==> config.mk <==
export PLATFORM = sky130hd
export DESIGN_NAME = universal_shift_reg
export DESIGN_NICKNAME = d
export VERILOG_FILES = /design/src/rtl/universal_shift_reg.sv
export SDC_FILE = /design/constraint.sdc
export NUM_CORES = 1
export LEC_CHECK = 0
export ABC_CLOCK_PERIOD_IN_PS = 1600
export CAP_MARGIN = 20
export CORE_MARGIN = 5
export CORE_UTILIZATION = 30
export DETAILED_ROUTE_END_ITERATION = 7
export DONT_BUFFER_PORTS = 1
export GPL_TIMING_DRIVEN = 0
export RECOVER_POWER = 100
export SETUP_SLACK_MARGIN = 0.3
export SYNTH_ARGS = -nofsm -noshare
export SYNTH_HDL_FRONTEND = slang
export SYNTH_SLANG_ARGS = --single-unit
==> constraint.sdc <==
create_clock -name Clk -period 1.6 [get_ports Clk]
set_input_delay 0.16 -clock Clk [delete_from_list [all_inputs] [get_ports Clk]]
set_output_delay 0.16 -clock Clk [all_outputs]
set_load 0.02 [all_outputs]
==> src/rtl/universal_shift_reg.sv <==
`default_nettype none
// ============================================================================
//  Module      : universal_shift_reg
//  Description : Parametrised universal shift register with free-running
//                single-step operations and Start/Count sequenced shifts.
//  Revision    : 1.0  initial release
// ============================================================================

module universal_shift_reg #(
    parameter int WIDTH = 8,
    parameter int CNT_W = 4
) (
    input  logic             Clk,
    input  logic             Reset,
    input  logic [WIDTH-1:0] Data,
    input  logic [2:0]       Mode,
    input  logic             Left_Input,
    input  logic             Right_Input,
    input  logic             Start,
    input  logic [CNT_W-1:0] Count,
    output logic [WIDTH-1:0] Result,
    output logic             Left_Output,
    output logic             Right_Output,
    output logic             Busy,
    output logic             Done
);

    localparam logic [0:0] c_IDLE = 1'b0;
    localparam logic [0:0] c_SEQ  = 1'b1;

    localparam logic [2:0] c_MODE_HOLD = 3'd0;
    localparam logic [2:0] c_MODE_SHR  = 3'd1;
    localparam logic [2:0] c_MODE_SHL  = 3'd2;
    localparam logic [2:0] c_MODE_LOAD = 3'd3;
    localparam logic [2:0] c_MODE_ROR  = 3'd4;
    localparam logic [2:0] c_MODE_ROL  = 3'd5;
    localparam logic [2:0] c_MODE_ASR  = 3'd6;
    localparam logic [2:0] c_MODE_CLR  = 3'd7;

    localparam logic [CNT_W-1:0] c_CNT_ZERO = '0;
    localparam logic [CNT_W-1:0] c_CNT_ONE  = CNT_W'(1);

    logic [0:0]       r_state;
    logic [WIDTH-1:0] r_result;
    logic [CNT_W-1:0] r_remaining;
    logic [2:0]       r_mode;
    logic             r_done;

    logic [0:0]       w_state_nxt;
    logic [WIDTH-1:0] w_result_nxt;
    logic [CNT_W-1:0] w_remaining_nxt;
    logic [2:0]       w_mode_nxt;
    logic             w_done_nxt;
    logic             w_is_shift_mode;

    function automatic logic [WIDTH-1:0] f_apply(
        input logic [2:0]       op,
        input logic [WIDTH-1:0] v,
        input logic [WIDTH-1:0] load_val,
        input logic             li,
        input logic             ri
    );
        logic [WIDTH-1:0] r;
        r = v;
        case (op)
            c_MODE_HOLD: r = v;
            c_MODE_SHR:  r = {li, v[WIDTH-1:1]};
            c_MODE_SHL:  r = {v[WIDTH-2:0], ri};
            c_MODE_LOAD: r = load_val;
            c_MODE_ROR:  r = {v[0], v[WIDTH-1:1]};
            c_MODE_ROL:  r = {v[WIDTH-2:0], v[WIDTH-1]};
            c_MODE_ASR:  r = {v[WIDTH-1], v[WIDTH-1:1]};
            c_MODE_CLR:  r = '0;
            default:     r = v;
        endcase
        return r;
    endfunction

    // State register: reset abandons any sequence without issuing Done.
    always_ff @(posedge Clk or negedge Reset) begin
        if (!Reset) begin
            r_state     <= c_IDLE;
            r_result    <= '0;
            r_remaining <= '0;
            r_mode      <= c_MODE_HOLD;
            r_done      <= 1'b0;
        end else begin
            r_state     <= w_state_nxt;
            r_result    <= w_result_nxt;
            r_remaining <= w_remaining_nxt;
            r_mode      <= w_mode_nxt;
            r_done      <= w_done_nxt;
        end
    end

    always_comb begin
        w_is_shift_mode = (Mode == c_MODE_SHR) || (Mode == c_MODE_SHL) ||
                          (Mode == c_MODE_ROR) || (Mode == c_MODE_ROL) ||
                          (Mode == c_MODE_ASR);
    end

    // Next-state logic
    always_comb begin
        w_state_nxt     = r_state;
        w_result_nxt    = r_result;
        w_remaining_nxt = r_remaining;
        w_mode_nxt      = r_mode;
        w_done_nxt      = 1'b0;
        case (r_state)
            c_IDLE: begin
                if (Start) begin
                    if (w_is_shift_mode && (Count != c_CNT_ZERO)) begin
                        // Result holds on the accepting edge; steps start next edge.
                        w_state_nxt     = c_SEQ;
                        w_remaining_nxt = Count;
                        w_mode_nxt      = Mode;
                    end else begin
                        if (!(w_is_shift_mode && (Count == c_CNT_ZERO))) begin
                            w_result_nxt = f_apply(Mode, r_result, Data,
                                                   Left_Input, Right_Input);
                        end
                        w_done_nxt = 1'b1;
                    end
                end else begin
                    w_result_nxt = f_apply(Mode, r_result, Data,
                                           Left_Input, Right_Input);
                end
            end
            c_SEQ: begin
                w_result_nxt    = f_apply(r_mode, r_result, Data,
                                          Left_Input, Right_Input);
                w_remaining_nxt = r_remaining - c_CNT_ONE;
                if (r_remaining == c_CNT_ONE) begin
                    w_state_nxt = c_IDLE;
                    w_done_nxt  = 1'b1;
                end
            end
            default: begin
                w_state_nxt = c_IDLE;
            end
        endcase
    end

    // Output logic
    always_comb begin
        Result       = r_result;
        Left_Output  = r_result[WIDTH-1];
        Right_Output = r_result[0];
        Busy         = (r_state == c_SEQ);
        Done         = r_done;
    end

endmodule

`default_nettype wire

==> impl_metrics.py <==
metrics = {
    "global_routing": {
        "globalRouteTotalUtil_pct": 15.3,
        "grt_antenna_before_repair": 0,
        "grt_pass1_vias": 1633,
        "globalRouteOverflowTotal": 0,
        "global_route_wire_length_before_repair_mm": 8.71,
        "grt_max_degree": 18,
    },
    "drt": {
        "drt_drc_violations_left": 0,
        "drt-total-wl_mm": 5.30,
        "viasPerCell": 5.63,
        "final_antenna_net_count": 0,
        "wl_per_cell_um": 18.9,
        "route.vias.total": 1575,
        "first_iter_violations": 92,
        "dr.pass1.iters": 4,
    },
    "timing": {
        "finalHoldViolations": 0,
        "setup_slack_ps": -32.2,
        "slew_headroom_pct": 45.1,
        "finalMaxSlewViolations": 0,
        "final.min_clock_period_ps": 1630,
        "finalHoldWorstSlack_ps": 31.5,
        "grt_setup_unrepaired": "true",
        "max_slew.worst_pin.slew_ps": 821,
        "fmax_mhz": 613,
        "worst_clock_skew_ps": 0.764,
        "finalSetupViolCount": 3,
        "fin_crit_sh_pct": 102,
    },
    "worst_setup_path": {
        "crit_required_ps": 1750,
        "critical_path.top_delay_family": "flip-flops",
        "cp.arrival_ps": 1780,
        "setup.worst_path.start_class": "register",
        "crit_path_end_kind": "register",
        "maximum_fanout_encountered_on_the_critical_timing_path": 6,
        "crit_path_cell_trace": "buf_6 -> nand2b_4 -> a211oi_4 -> and2b_2 -> mux2_4",
        "worst_path_largest_cell_delay_ps": 460,
        "crit_buf_inv": 1,
        "setup.worst_path.class": "register to register",
        "critical_path.slowest_cell": "sky130_fd_sc_hd__dfrtp_2",
    },
    "clock_network": {
        "htreeDepth": 1,
        "clkLatencyLatePin_ps": 260,
        "cts_tree": "yes",
        "cts_buffers": 3,
        "cts.clk_slew.worst_paths_ps": 70,
        "cts_buffer_depth": 2,
        "cts.root.buffer_cell": "sky130_fd_sc_hd__clkbuf_8",
        "clock-sinks": 17,
    },
    "outcome": {
        "violated_checks": "negative setup slack",
        "status": "finished with violations",
    },
    "power": {
        "seq_power_share_pct": 25.8,
        "powerDensity_mw_per_mm2": 2070,
        "vdd_ir_drop_max_mv": 0.665,
        "comb_power_share_pct": 66.1,
        "internal-power_mw": 2.24,
        "power_leakage_nw": 0.839,
        "power.switching_fraction_pct": 47.5,
        "power.switching_mw": 2.03,
        "share_clk_of_total_power_pct": 8.1,
    },
    "placement": {
        "final_gp_congestion": 0.862,
        "port-buffer-count": 0,
        "dp.final_hpwl_mm": 3.72,
        "placement.cell_area_mm2": 0.00176,
    },
    "layout": {
        "final_nets": 233,
        "multi_input_gate_area_mm2": 0.00116,
        "share_of_cells_above_drive_strength_1_pct": 31.0,
        "synthToLayoutAreaGrowth_pct": 25.9,
        "register_area_um2": 430,
        "design_area_mm2": 0.00206,
        "fillCellCount": 518,
        "n_antenna_cell": 0,
    },
    "synthesis": {
        "synth.lib_cells_used.distinct": 51,
        "mappedNetlistNets": 218,
        "synth-seq-area-share_pct": 26.0,
        "synth.cell_area_mm2": 0.00164,
        "synth_seq_cells": 17,
        "synth-edff-count": 0,
        "syn-instance-count": 196,
        "avgSynthCellArea_um2": 8.34,
        "async_flop_share_pct": 100,
        "yosys_warnings": 0,
        "synth_flop_cell": "sky130_fd_sc_hd__dfrtp_1",
    },
    "floorplanning": {
        "placeableCoreArea_mm2": 0.00520,
        "die_h_um": 83.8,
        "initial_utilization_pct": 31.4,
        "ios": 32,
        "placementRows": 26,
        "die_x_um": 83.8,
        "floorplan_die_area_mm2": 0.00703,
    },
    "run": {
        "max_cap_violations": 0,
    },
    "hold_path": {
        "worst_hold_path_type": "input pin to register",
    },
}
power groups by stage:
stage | Clock [mW] | Combinational [mW] | Sequential [mW]
2_1_floorplan | 0 | 1.76 | 0.982
3_3_place_gp | 0 | 2.17 | 1.08
6_report | 0.345 | 2.82 | 1.10
4_1_cts | 0.353 | 2.64 | 1.10
5_1_grt | 0.372 | 3.06 | 1.14
3_5_place_dp | 0 | 2.18 | 1.08
logic make-up after synthesis:
logic type               synth area share (%)
buffers and inverters                    9.95
flip-flops                               26.0
AND/OR/NAND/NOR                          19.6
XOR/XNOR                                 1.07
AO/OA/AOI/OAI                            29.6
adder cells (fa/ha/maj)                  1.53
multiplexers                             12.2
cell usage after synthesis, drive strengths merged (6+ instances only):
master,number,share of area (%)
o21ai,16,4.9
inv,9,2.1
buf,17,6.5
nor2,11,2.5
nand2,7,1.6
clkbuf,6,1.4
dfrtp,17,26
a21oi,11,3.6
mux2,8,5.5
mux2i,11,6.7
a211oi,7,3.5
nand2b,9,3.4
worst reg2reg max path: stages (launching register included):
cell and delay [ps]:
sky130_fd_sc_hd__dfrtp_2 460, sky130_fd_sc_hd__buf_6 160, sky130_fd_sc_hd__nand2b_4 150, sky130_fd_sc_hd__a211oi_4 170
sky130_fd_sc_hd__and2b_2 260, sky130_fd_sc_hd__mux2_4 320
final timing paths:
kind / from / to / slack [ps] / depth (start not counted)
setup / recovery: Busy$_DFF_PN0_ / r_mode[0]$_DFFE_PN0P_ / -30 / 5
hold reg to reg: r_remaining[3]$_DFFE_PN0P_ / r_remaining[3]$_DFFE_PN0P_ / 530 / 1
max in group asynchronous: Reset / Result[2]$_DFFE_PN0P_ / 610 / 1
min in group asynchronous: Reset / r_remaining[0]$_DFFE_PN0P_ / 430 / 1
setup reg to reg: Busy$_DFF_PN0_ / r_mode[0]$_DFFE_PN0P_ / -30 / 5
hold / removal: Count[2] / r_remaining[2]$_DFFE_PN0P_ / 30 / 2
layout by cell type, fill, tap and decap left out, types with 3 or more instances in the layout:
cell type                  synthesis  routed
sky130_fd_sc_hd__buf_4             6      16
sky130_fd_sc_hd__dfrtp_1          17      13
sky130_fd_sc_hd__nor2_1           11      11
sky130_fd_sc_hd__mux2i_1          11      11
sky130_fd_sc_hd__inv_1             9       9
sky130_fd_sc_hd__o21ai_0          15       9
sky130_fd_sc_hd__a21oi_1          10       9
sky130_fd_sc_hd__nand2b_1          9       8
sky130_fd_sc_hd__buf_6             1       7
sky130_fd_sc_hd__nand2_1           7       7
sky130_fd_sc_hd__a211oi_1          6       6
sky130_fd_sc_hd__o21ai_1           1       6
sky130_fd_sc_hd__nand3_1           5       5
sky130_fd_sc_hd__nor2b_1           5       5
sky130_fd_sc_hd__dfrtp_2           0       4
sky130_fd_sc_hd__mux2_4            0       4
sky130_fd_sc_hd__nor3_1            4       4
sky130_fd_sc_hd__clkbuf_8          0       4
sky130_fd_sc_hd__nand3b_1          4       4
sky130_fd_sc_hd__mux2_2            8       4
sky130_fd_sc_hd__a31oi_1           3       3
sky130_fd_sc_hd__a211o_1           3       3
sky130_fd_sc_hd__a22o_1            3       3
stage by stage:
stage	setup TNS [ps]	utilization (%)	cells	total power, mW	setup WS (ps)
floorplan	0	-	196	2.74	11.3
CTS	-86.3	38.7	277	4.09	-31.3
detailed placement	-1500	33.9	266	3.26	-233
global placement	-1410	33.9	266	3.25	-217
global route	-406	39.6	280	4.57	-98.9
finish	-83.2	39.6	280	4.27	-32.2
flip-flops by register name, indices dropped and copies added, names as in the netlist:
signal / flops
r_mode: 3
Busy: 1
r_remaining: 4
Done: 1
Result: 8
routing by layer:
layer	routed length, µm	up-vias	share of wire, %	GRT usage [%]
met5	0	-	0	0
li1	-	758	-	-
met2	2540	51	48	24.9
met4	46	0	0.87	3.95
met3	408	4	7.7	5.13
met1	2310	762	44	19.4
cell type report:
cell class              instances  area share (%)
well taps                      70            4.25
plain buffers                  23            9.84
clock buffers                   3            2.00
multi-input cells             147            56.6
clock inverters                 1           0.243
inverters                       9            1.64
flip-flops and latches         17            20.9
repair buffers                 10            4.56
what timing repair did:
item,4_1_cts,5_1_grt
cloned,1,0
pin swaps,5,3
endpoints found under the hold margin,17,0
hold buffers,1,0
setup endpoints to repair,17,17
resized for setup,42,13
setup buffers,5,3
(Power assumes the default switching activity.)
